===== src/rtl/full_adder_nb_pkg.sv =====
// Shared constants for the registered N-bit ripple-carry adder.
package full_adder_nb_pkg;

  localparam int unsigned ADDER_DEFAULT_WIDTH = 16;

endpackage


===== src/rtl/full_adder_nb_if.sv =====
// Operand/result bundle for full_adder_nb; master drives operands, slave returns results.
interface full_adder_nb_if #(
  parameter int unsigned N = 16
);

  logic         in_valid;
  logic [N-1:0] a;
  logic [N-1:0] b;
  logic         cin;
  logic [N-1:0] sum;
  logic         cout;
  logic         overflow;
  logic         out_valid;

  modport master (
    output in_valid, a, b, cin,
    input  sum, cout, overflow, out_valid
  );

  modport slave (
    input  in_valid, a, b, cin,
    output sum, cout, overflow, out_valid
  );

endinterface


===== src/rtl/full_adder_1b.sv =====
// One-bit full adder cell; the building block of the ripple chain.
module full_adder_1b (
  input  logic a,
  input  logic b,
  input  logic ci,
  output logic s,
  output logic co
);

  logic p;

  assign p  = a ^ b;
  assign s  = p ^ ci;
  assign co = (a & b) | (ci & p);

endmodule


===== src/rtl/full_adder_nb.sv =====
// N-bit ripple-carry adder with carry-in, registered sum/carry/overflow and a valid qualifier.
module full_adder_nb
  import full_adder_nb_pkg::*;
#(
  parameter int unsigned N = ADDER_DEFAULT_WIDTH
) (
  input logic            clk,
  input logic            rst,
  full_adder_nb_if.slave bus
);

  logic [N:0]   carry;
  logic [N-1:0] sum_raw;

  logic [N-1:0] sum_d, sum_q;
  logic         cout_d, cout_q;
  logic         ovf_d, ovf_q;
  logic         valid_d, valid_q;

  assign carry[0] = bus.cin;

  for (genvar i = 0; i < N; i++) begin : g_ripple
    full_adder_1b u_fa (
      .a  (bus.a[i]),
      .b  (bus.b[i]),
      .ci (carry[i]),
      .s  (sum_raw[i]),
      .co (carry[i+1])
    );
  end

  // Result registers only load on qualified inputs, so idle operands never reach the outputs.
  always_comb begin
    sum_d   = sum_q;
    cout_d  = cout_q;
    ovf_d   = ovf_q;
    valid_d = bus.in_valid;
    if (bus.in_valid) begin
      sum_d  = sum_raw;
      cout_d = carry[N];
      ovf_d  = carry[N] ^ carry[N-1];
    end
  end

  always_ff @(posedge clk) begin
    if (rst) begin
      sum_q   <= '0;
      cout_q  <= 1'b0;
      ovf_q   <= 1'b0;
      valid_q <= 1'b0;
    end else begin
      sum_q   <= sum_d;
      cout_q  <= cout_d;
      ovf_q   <= ovf_d;
      valid_q <= valid_d;
    end
  end

  assign bus.sum       = sum_q;
  assign bus.cout      = cout_q;
  assign bus.overflow  = ovf_q;
  assign bus.out_valid = valid_q;

endmodule


===== src/flat_wrapper.sv =====
// flat-port wrapper written by rule: the top's interface ports become plain ports
module full_adder_nb_flat import full_adder_nb_pkg::*;
#(
  parameter int unsigned N = ADDER_DEFAULT_WIDTH
)
  (clk, rst, bus_in_valid, bus_a, bus_b, bus_cin, bus_sum, bus_cout, bus_overflow, bus_out_valid);
  full_adder_nb_if #(.N(N)) bus_i ();
  input logic clk;
  input logic rst;
  input wire logic [$bits(bus_i.in_valid)-1:0] bus_in_valid;
  input wire logic [$bits(bus_i.a)-1:0] bus_a;
  input wire logic [$bits(bus_i.b)-1:0] bus_b;
  input wire logic [$bits(bus_i.cin)-1:0] bus_cin;
  output wire logic [$bits(bus_i.sum)-1:0] bus_sum;
  output wire logic [$bits(bus_i.cout)-1:0] bus_cout;
  output wire logic [$bits(bus_i.overflow)-1:0] bus_overflow;
  output wire logic [$bits(bus_i.out_valid)-1:0] bus_out_valid;
  assign bus_i.in_valid = bus_in_valid;
  assign bus_i.a = bus_a;
  assign bus_i.b = bus_b;
  assign bus_i.cin = bus_cin;
  assign bus_sum = bus_i.sum;
  assign bus_cout = bus_i.cout;
  assign bus_overflow = bus_i.overflow;
  assign bus_out_valid = bus_i.out_valid;
  full_adder_nb #(.N(N)) u_core (.clk(clk), .rst(rst), .bus(bus_i));
endmodule

===== config.mk =====
export PLATFORM = sky130hd
export DESIGN_NAME = full_adder_nb_flat
export DESIGN_NICKNAME = d
export VERILOG_FILES = /design/src/rtl/full_adder_nb_pkg.sv /design/src/rtl/full_adder_nb_if.sv /design/src/rtl/full_adder_1b.sv /design/src/rtl/full_adder_nb.sv /design/src/flat_wrapper.sv
export SDC_FILE = /design/constraint.sdc
export NUM_CORES = 1
export LEC_CHECK = 0
export BUFFER_PORTS_ARGS = -buffer_cell sky130_fd_sc_hd__buf_2
export CAP_MARGIN = 20
export CORE_MARGIN = 8
export CORE_UTILIZATION = 39
export CTS_CLUSTER_DIAMETER = 150
export DETAILED_ROUTE_END_ITERATION = 8
export PLACE_DENSITY_LB_ADDON = 0.08
export SETUP_SLACK_MARGIN = 0.1
export SLEW_MARGIN = 20
export SYNTH_ARGS = -nofsm -noshare
export SYNTH_HDL_FRONTEND = slang
export SYNTH_HIERARCHICAL = 1
export SYNTH_SLANG_ARGS = --single-unit

===== constraint.sdc =====
create_clock -name clk -period 8.1 [get_ports clk]
set_input_delay 1.62 -clock clk [delete_from_list [all_inputs] [get_ports clk]]
set_output_delay 1.62 -clock clk [all_outputs]
set_load 0.02 [all_outputs]

# Word level (Yosys, flattened, before mapping)
# Index checks and enable logic that the tools add are counted.
totals:
  register_bits: 19
  output_inout_bits: 19
  elab_cells: 85
op_classes:
  bitwise_logic: 81
op_table:
  columns: ["op", "n"]
  rows:
  - ["1-bit XOR", 33]
  - ["1-bit AND", 32]
  - ["1-bit bitwise OR", 16]

# Longest topological paths before layout
logic_depth:
  ltp_word: 34
  depth_mapped: 18

# By module
# The synthesis kept the hierarchy.
by_module_without_submodules:
  columns: ["module", "area_each_um2", "seq_area_each_um2", "cells_per_inst", "n_inst"]
  rows:
  - ["full_adder_nb", 683.2, 380.4, 61, 1]
  - ["full_adder_1b", 20.0, 0.0, 1, 16]

# Worst setup path after synthesis
# No wires, ideal clock.
synth_timing:
  kind: "input to register"
  start: "input bus_a[0]"
  end: "register u_core.ovf_q (netlist: u_core/bus.overflow)"
  arrival_time_ns: 8.130
  setup_ns: 0.079
  path_stages: 18
  t_required_ns: 8.021
  path_slack_ns: -0.109
  cell_sequence: "fa_1 fa_1 fa_1 fa_1 fa_1 fa_1 fa_1 fa_1 fa_1 fa_1 fa_1 fa_1 fa_1 fa_1 fa_1 fa_1 xnor2_1 a211oi_2"
synth_via:
  elab_chain_cells: 34
  word_cells_on_any_way: 35
synth_lines:
  columns: ["item", "line_no", "text"]
  rows:
  - ["start: declaration", "flat_wrapper.sv:11", "input wire logic [$bits(bus_i.a)-1:0] bus_a;"]
  - ["1-bit XOR", "full_adder_1b.sv:12", "assign p = a ^ b;"]
  - ["1-bit AND", "full_adder_1b.sv:14", "assign co = (a & b) | (ci & p);"]
  - ["1-bit bitwise OR *", "full_adder_1b.sv:14", null]
  - ["1-bit AND *", "full_adder_1b.sv:14", null]
  - ["1-bit bitwise OR *", "full_adder_1b.sv:14", null]
  - ["via u_core.carry[2]", "full_adder_nb.sv:12", "logic [N:0] carry;"]
  - ["1-bit AND *", "full_adder_1b.sv:14", null]
  - ["1-bit bitwise OR *", "full_adder_1b.sv:14", null]
  - ["via u_core.carry[3]", "full_adder_nb.sv:12", null]
  - ["[2 not listed]", null, null]
  - ["via u_core.carry[4]", "full_adder_nb.sv:12", null]
  - ["[2 not listed]", null, null]
  - ["via u_core.carry[5]", "full_adder_nb.sv:12", null]
  - ["[2 not listed]", null, null]
  - ["via u_core.carry[6]", "full_adder_nb.sv:12", null]
  - ["[2 not listed]", null, null]
  - ["via u_core.carry[7]", "full_adder_nb.sv:12", null]
  - ["[2 not listed]", null, null]
  - ["via u_core.carry[8]", "full_adder_nb.sv:12", null]
  - ["[2 not listed]", null, null]
  - ["via u_core.carry[9]", "full_adder_nb.sv:12", null]
  - ["[2 not listed]", null, null]
  - ["via u_core.carry[10]", "full_adder_nb.sv:12", null]
  - ["[2 not listed]", null, null]
  - ["via u_core.carry[11]", "full_adder_nb.sv:12", null]
  - ["[2 not listed]", null, null]
  - ["via u_core.carry[12]", "full_adder_nb.sv:12", null]
  - ["[2 not listed]", null, null]
  - ["via u_core.carry[13]", "full_adder_nb.sv:12", null]
  - ["[2 not listed]", null, null]
  - ["via u_core.carry[14]", "full_adder_nb.sv:12", null]
  - ["1-bit AND *", "full_adder_1b.sv:14", null]
  - ["1-bit bitwise OR *", "full_adder_1b.sv:14", null]
  - ["via u_core.carry[15]", "full_adder_nb.sv:12", null]
  - ["1-bit AND *", "full_adder_1b.sv:14", null]
  - ["1-bit bitwise OR *", "full_adder_1b.sv:14", null]
  - ["via u_core.carry[16]", "full_adder_nb.sv:12", null]
  - ["1-bit XOR *", "full_adder_nb.sv:41", "ovf_d = carry[N] ^ carry[N-1];"]
  - ["end signal: assignment", "full_adder_nb.sv:54", "ovf_q <= ovf_d;"]
  - ["end: declaration", "full_adder_nb.sv:17", "logic ovf_d, ovf_q;"]
# The timed path passes the listed nets; every way through them passes the cells marked *.
# A chain may end at the register's enable or synchronous reset.

# Worst setup path after layout
layout_timing:
  start: "input bus_a[0]"
  end: "register u_core.ovf_q (netlist: u_core/bus.overflow)"
layout_via:
  elab_chain_cells: 34
  word_cells_on_any_way: 35
layout_lines:
  columns: ["item", "line_no"]
  rows:
  - ["1-bit XOR", "full_adder_1b.sv:12"]
  - ["1-bit AND", "full_adder_1b.sv:14"]
  - ["1-bit bitwise OR *", "full_adder_1b.sv:14"]
  - ["via u_core.carry[1]", "full_adder_nb.sv:12"]
  - ["1-bit AND *", "full_adder_1b.sv:14"]
  - ["1-bit bitwise OR *", "full_adder_1b.sv:14"]
  - ["via u_core.carry[2]", "full_adder_nb.sv:12"]
  - ["1-bit AND *", "full_adder_1b.sv:14"]
  - ["[1 not listed]", null]
  - ["via u_core.carry[3]", "full_adder_nb.sv:12"]
  - ["[2 not listed]", null]
  - ["via u_core.carry[4]", "full_adder_nb.sv:12"]
  - ["[2 not listed]", null]
  - ["via u_core.carry[5]", "full_adder_nb.sv:12"]
  - ["[2 not listed]", null]
  - ["via u_core.carry[6]", "full_adder_nb.sv:12"]
  - ["[2 not listed]", null]
  - ["via u_core.carry[7]", "full_adder_nb.sv:12"]
  - ["[2 not listed]", null]
  - ["via u_core.carry[8]", "full_adder_nb.sv:12"]
  - ["[2 not listed]", null]
  - ["via u_core.carry[9]", "full_adder_nb.sv:12"]
  - ["[2 not listed]", null]
  - ["via u_core.carry[10]", "full_adder_nb.sv:12"]
  - ["[2 not listed]", null]
  - ["via u_core.carry[11]", "full_adder_nb.sv:12"]
  - ["[2 not listed]", null]
  - ["via u_core.carry[12]", "full_adder_nb.sv:12"]
  - ["[2 not listed]", null]
  - ["via u_core.carry[13]", "full_adder_nb.sv:12"]
  - ["[2 not listed]", null]
  - ["via u_core.carry[14]", "full_adder_nb.sv:12"]
  - ["1-bit AND *", "full_adder_1b.sv:14"]
  - ["1-bit bitwise OR *", "full_adder_1b.sv:14"]
  - ["via u_core.carry[15]", "full_adder_nb.sv:12"]
  - ["1-bit AND *", "full_adder_1b.sv:14"]
  - ["1-bit bitwise OR *", "full_adder_1b.sv:14"]
  - ["via u_core.carry[16]", "full_adder_nb.sv:12"]
  - ["1-bit XOR *", "full_adder_nb.sv:41"]
# Marks and branches as above.

==> metrics.md <==
| Metric | Value |
|---|---|
| Global-route wire length before repair | `around 3700 um` |
| GRT overflow | `0` |
| Postcts setup bufs | `0` |
| ANT nets after route | `0` |
| Post-Syn Area | `about 1000 um^2` |
| Via count | `about 730` |
| Die Height | `approximately 67 um` |
| CP most frequent cell | `fa_2` |
| Fmax | `about 0.13 GHz` |
| CP peak stage delay | `0.43 ns` |
| Number of I/O port buffers | `54` |
| Leakage | `between 0.6 and 0.7 nW` |
| Clock power share | `20.9%` |
| TritonCTS clock tree | `built` |
| Final #Nets | `between 150 and 200` |
| Vias in the first global route | `840` |
| Worst setup EP type | `register` |
| Worst r2r src | `u_core/bus.overflow$_SDFFE_PP0P_` |
| Vias per cell | `4.49` |
| Clk sinks | `19` |
| Ratio of cells with drive above 1 in the final layout | `53.0%` |
| #FFs+latches synth | `19` |
| Final Max Slew Viols | `0` |
| Comb power frac | `roughly a third` |
| FF-to-FF setup slack | `~7.4 ns` |
| Power Density | `approximately 170 nW/um^2` |
| Final min period | `slightly below 8 ns` |
| Hold crit path type | `register to register` |
| Pint | `0.000156 W` |
| Syn_nets | `129` |
| Tot Pwr | `between 0.0002 and 0.00025 W` |
| Netlist cell types | `11` |
| Die ar. | `about 4500 um^2` |
| Root Buffer | `clkbuf_4` |
| Core area | `~2500 um^2` |
| Rel. slew slack | `around three fifths` |
| Yosys warns | `6` |
| Clock latency on the worst-skew pair | `0.29 ns` |
| Max FO, Critical Path | `2` |
| Gate Count Post-Synth | `77` |
| Setup tns final | `0 ns` |
| Post-DP HPWL | `around 1900 um` |
| Net Sw Frac | `32.2%` |
| Chip Width | `66.7 um` |
| Crit-path cells | `buf_2, fa_1, fa_2, fa_2, fa_1, fa_1, fa_2, fa_1, fa_1, fa_1, fa_2, fa_2, fa_2, fa_2, fa_2, fa_2, fa_2, xnor2_1, a211oi_2` |
| Largest net degree at the start of global routing | `21` |
| Routed len/inst | `between 10 and 15 um` |
| GPL Wtd Cong | `roughly 0.71` |
| Layout area overhead | `33.0%` |
| Run status | `finished clean` |
| Final period util | `96.2%` |
| Max Buffers Root-to-Sink | `2` |
| Post-Syn Area per Cell | `13.0 um^2` |
| Rows | `18` |
| WS Path Type | `primary input to register` |
| Total CTS buffers | `3` |
| Data arrival time of the worst path | `about 8.0 ns` |
| Initial DRT Pass Iterations | `2` |
| All-Layer GR Usage | `a little over a tenth` |
| Crit start category | `primary input` |
| Sw Pwr | `about 0.000074 W` |
| Starting Density | `between 40 and 50%` |
| Htree depth | `1` |
| DRC | `0` |
| Unrepaired setup endpoints after global routing | `false` |
| Hold depth | `2` |
| Io pins | `55` |
| FF-to-FF End | `u_core/bus.overflow$_SDFFE_PP0P_` |
| Hold Vio Cnt, Final | `0` |
| Reg2reg path depth | `2` |
| Seq pwr share | `a little under half` |
| Final Routed Wirelength | `around 2300 um` |
| Seq/Total Area, Yosys | `roughly 38%` |
| Antenna cells | `0` |
| Hold Startpoint | `u_core/bus.sum[9]$_SDFFE_PP0P_` |
| Final setup vio count | `0` |
| Peak supply drop | `84.9 uV` |
| WHS Endpoint | `u_core/bus.sum[9]$_SDFFE_PP0P_` |
| WP data required | `8.32 ns` |
| CP max stage cell | `fa_1` |
| Antenna violations before repair | `0` |
| Max-cap violations | `0` |
| Slew at the pin closest to its max-slew limit | `around 0.57 ns` |
| # hold bufs at CTS | `0` |
| Worst clock skew | `0 ns` |
| Reg clk slew, reported paths | `between 0.1 and 0.15 ns` |
| First DRT Iteration DRCs | `25` |
-- routing by layer --
metal	GRT usage, %	vias to the layer above	wire (um)
met5	0	-	0
met4	4.80	0	18
met3	3.52	2	225
met2	17.0	33	1060
li1	-	359	-
met1	13.1	333	1000
-- per-stage QoR --
stage	hold WS [ns]	setup slack (ns)	cells	instance area, um^2	utilization [%]
4_1_cts	0.506	0.147	162	1330	54.2
5_1_grt	0.534	0.122	162	1340	54.4
3_3_place_gp	0.467	-0.122	158	1300	52.9
3_5_place_dp	0.479	-0.245	158	1300	52.9
6_report	0.498	0.305	162	1340	54.4
2_1_floorplan	0.566	0.128	77	1020	-
-- cells in the mapped netlist --
| library cell | number | share of area [%] |
|---|---|---|
| a211oi_2 | 1 | 1.2 |
| buf_2 | 1 | 0.50 |
| buf_4 | 1 | 0.75 |
| buf_6 | 2 | 2.2 |
| dfxtp_1 | 19 | 38 |
| fa_1 | 16 | 32 |
| mux2i_1 | 17 | 17 |
| nor2_1 | 17 | 6.4 |
| nor2_2 | 1 | 0.62 |
| nor2b_1 | 1 | 0.62 |
| xnor2_1 | 1 | 0.87 |
-- what timing repair did --
| action | 4_1_cts | 5_1_grt |
|---|---|---|
| pin swaps | 0 | 1 |
| setup endpoints to repair | 2 | 2 |
| resized for setup | 2 | 2 |
-- power by group through the flow --
stage	Clock (W)	Combinational (W)	Sequential (W)
2_1_floorplan	0	0.0000330	0.000122
3_3_place_gp	0	0.0000728	0.000109
3_5_place_dp	0	0.0000747	0.000110
4_1_cts	0.0000508	0.0000753	0.000108
5_1_grt	0.0000540	0.0000837	0.000109
6_report	0.0000481	0.0000740	0.000108
-- cells by family (layout without fill, tap and decap cells) --
group           Yosys count  after routing  share of synthesized area [%]
flops                    19             19                           37.9
simple gates             19             19                           7.61
mux                      17             17                           17.0
fa+ha+maj                16             16                           31.9
buf+inv                   4             59                           3.49
compound gates            1              1                           1.25
xor+xnor                  1              1                          0.873
-- worst max-delay path: cells and delay by family --
family                   cells  cell delay (ns)
buffers and inverters        1             0.11
XOR/XNOR                     1             0.15
AO/OA/AOI/OAI                1             0.21
adder cells (fa/ha/maj)     16             5.91
-- how the worst max path moves through the flow --
stage / endpoint / start / cells past startpoint / slack (ns)
after detailed placement: u_core/bus.overflow$_SDFFE_PP0P_ / bus_a[0] / 19 / -0.25
final: u_core/bus.overflow$_SDFFE_PP0P_ / bus_a[0] / 19 / 0.31
after global placement: u_core/bus.overflow$_SDFFE_PP0P_ / bus_a[0] / 19 / -0.12
after floorplan: u_core/bus.overflow$_SDFFE_PP0P_ / bus_a[0] / 18 / 0.13
after CTS: u_core/bus.overflow$_SDFFE_PP0P_ / bus_a[0] / 19 / 0.15
after global routing: u_core/bus.overflow$_SDFFE_PP0P_ / bus_a[0] / 19 / 0.12
-- layout by cell type, fill, tap and decap left out --
master	count
buf_2	54
dfxtp_1	19
mux2i_1	17
nor2_1	17
fa_2	10
fa_1	6
clkbuf_4	3
clkbuf_1	1
xnor2_1	1
nor2_2	1
a211oi_2	1
nor2b_1	1
buf_4	1
-- area by class of cell --
class | count | area (um^2)
well taps | 30 | 37.5
repair buffers | 55 | 278
flip-flops and latches | 19 | 380
fillers | 236 | 1120
clock buffers | 4 | 26.3
multi-input cells | 54 | 613
-- registers in the layout, summed over array words and instances, names as in the netlist --
signal and count:
u_core/bus.sum 16, u_core/bus.cout 1, u_core/bus.out_valid 1, u_core/bus.overflow 1
No activity file was read; power rests on OpenSTA's default activity.
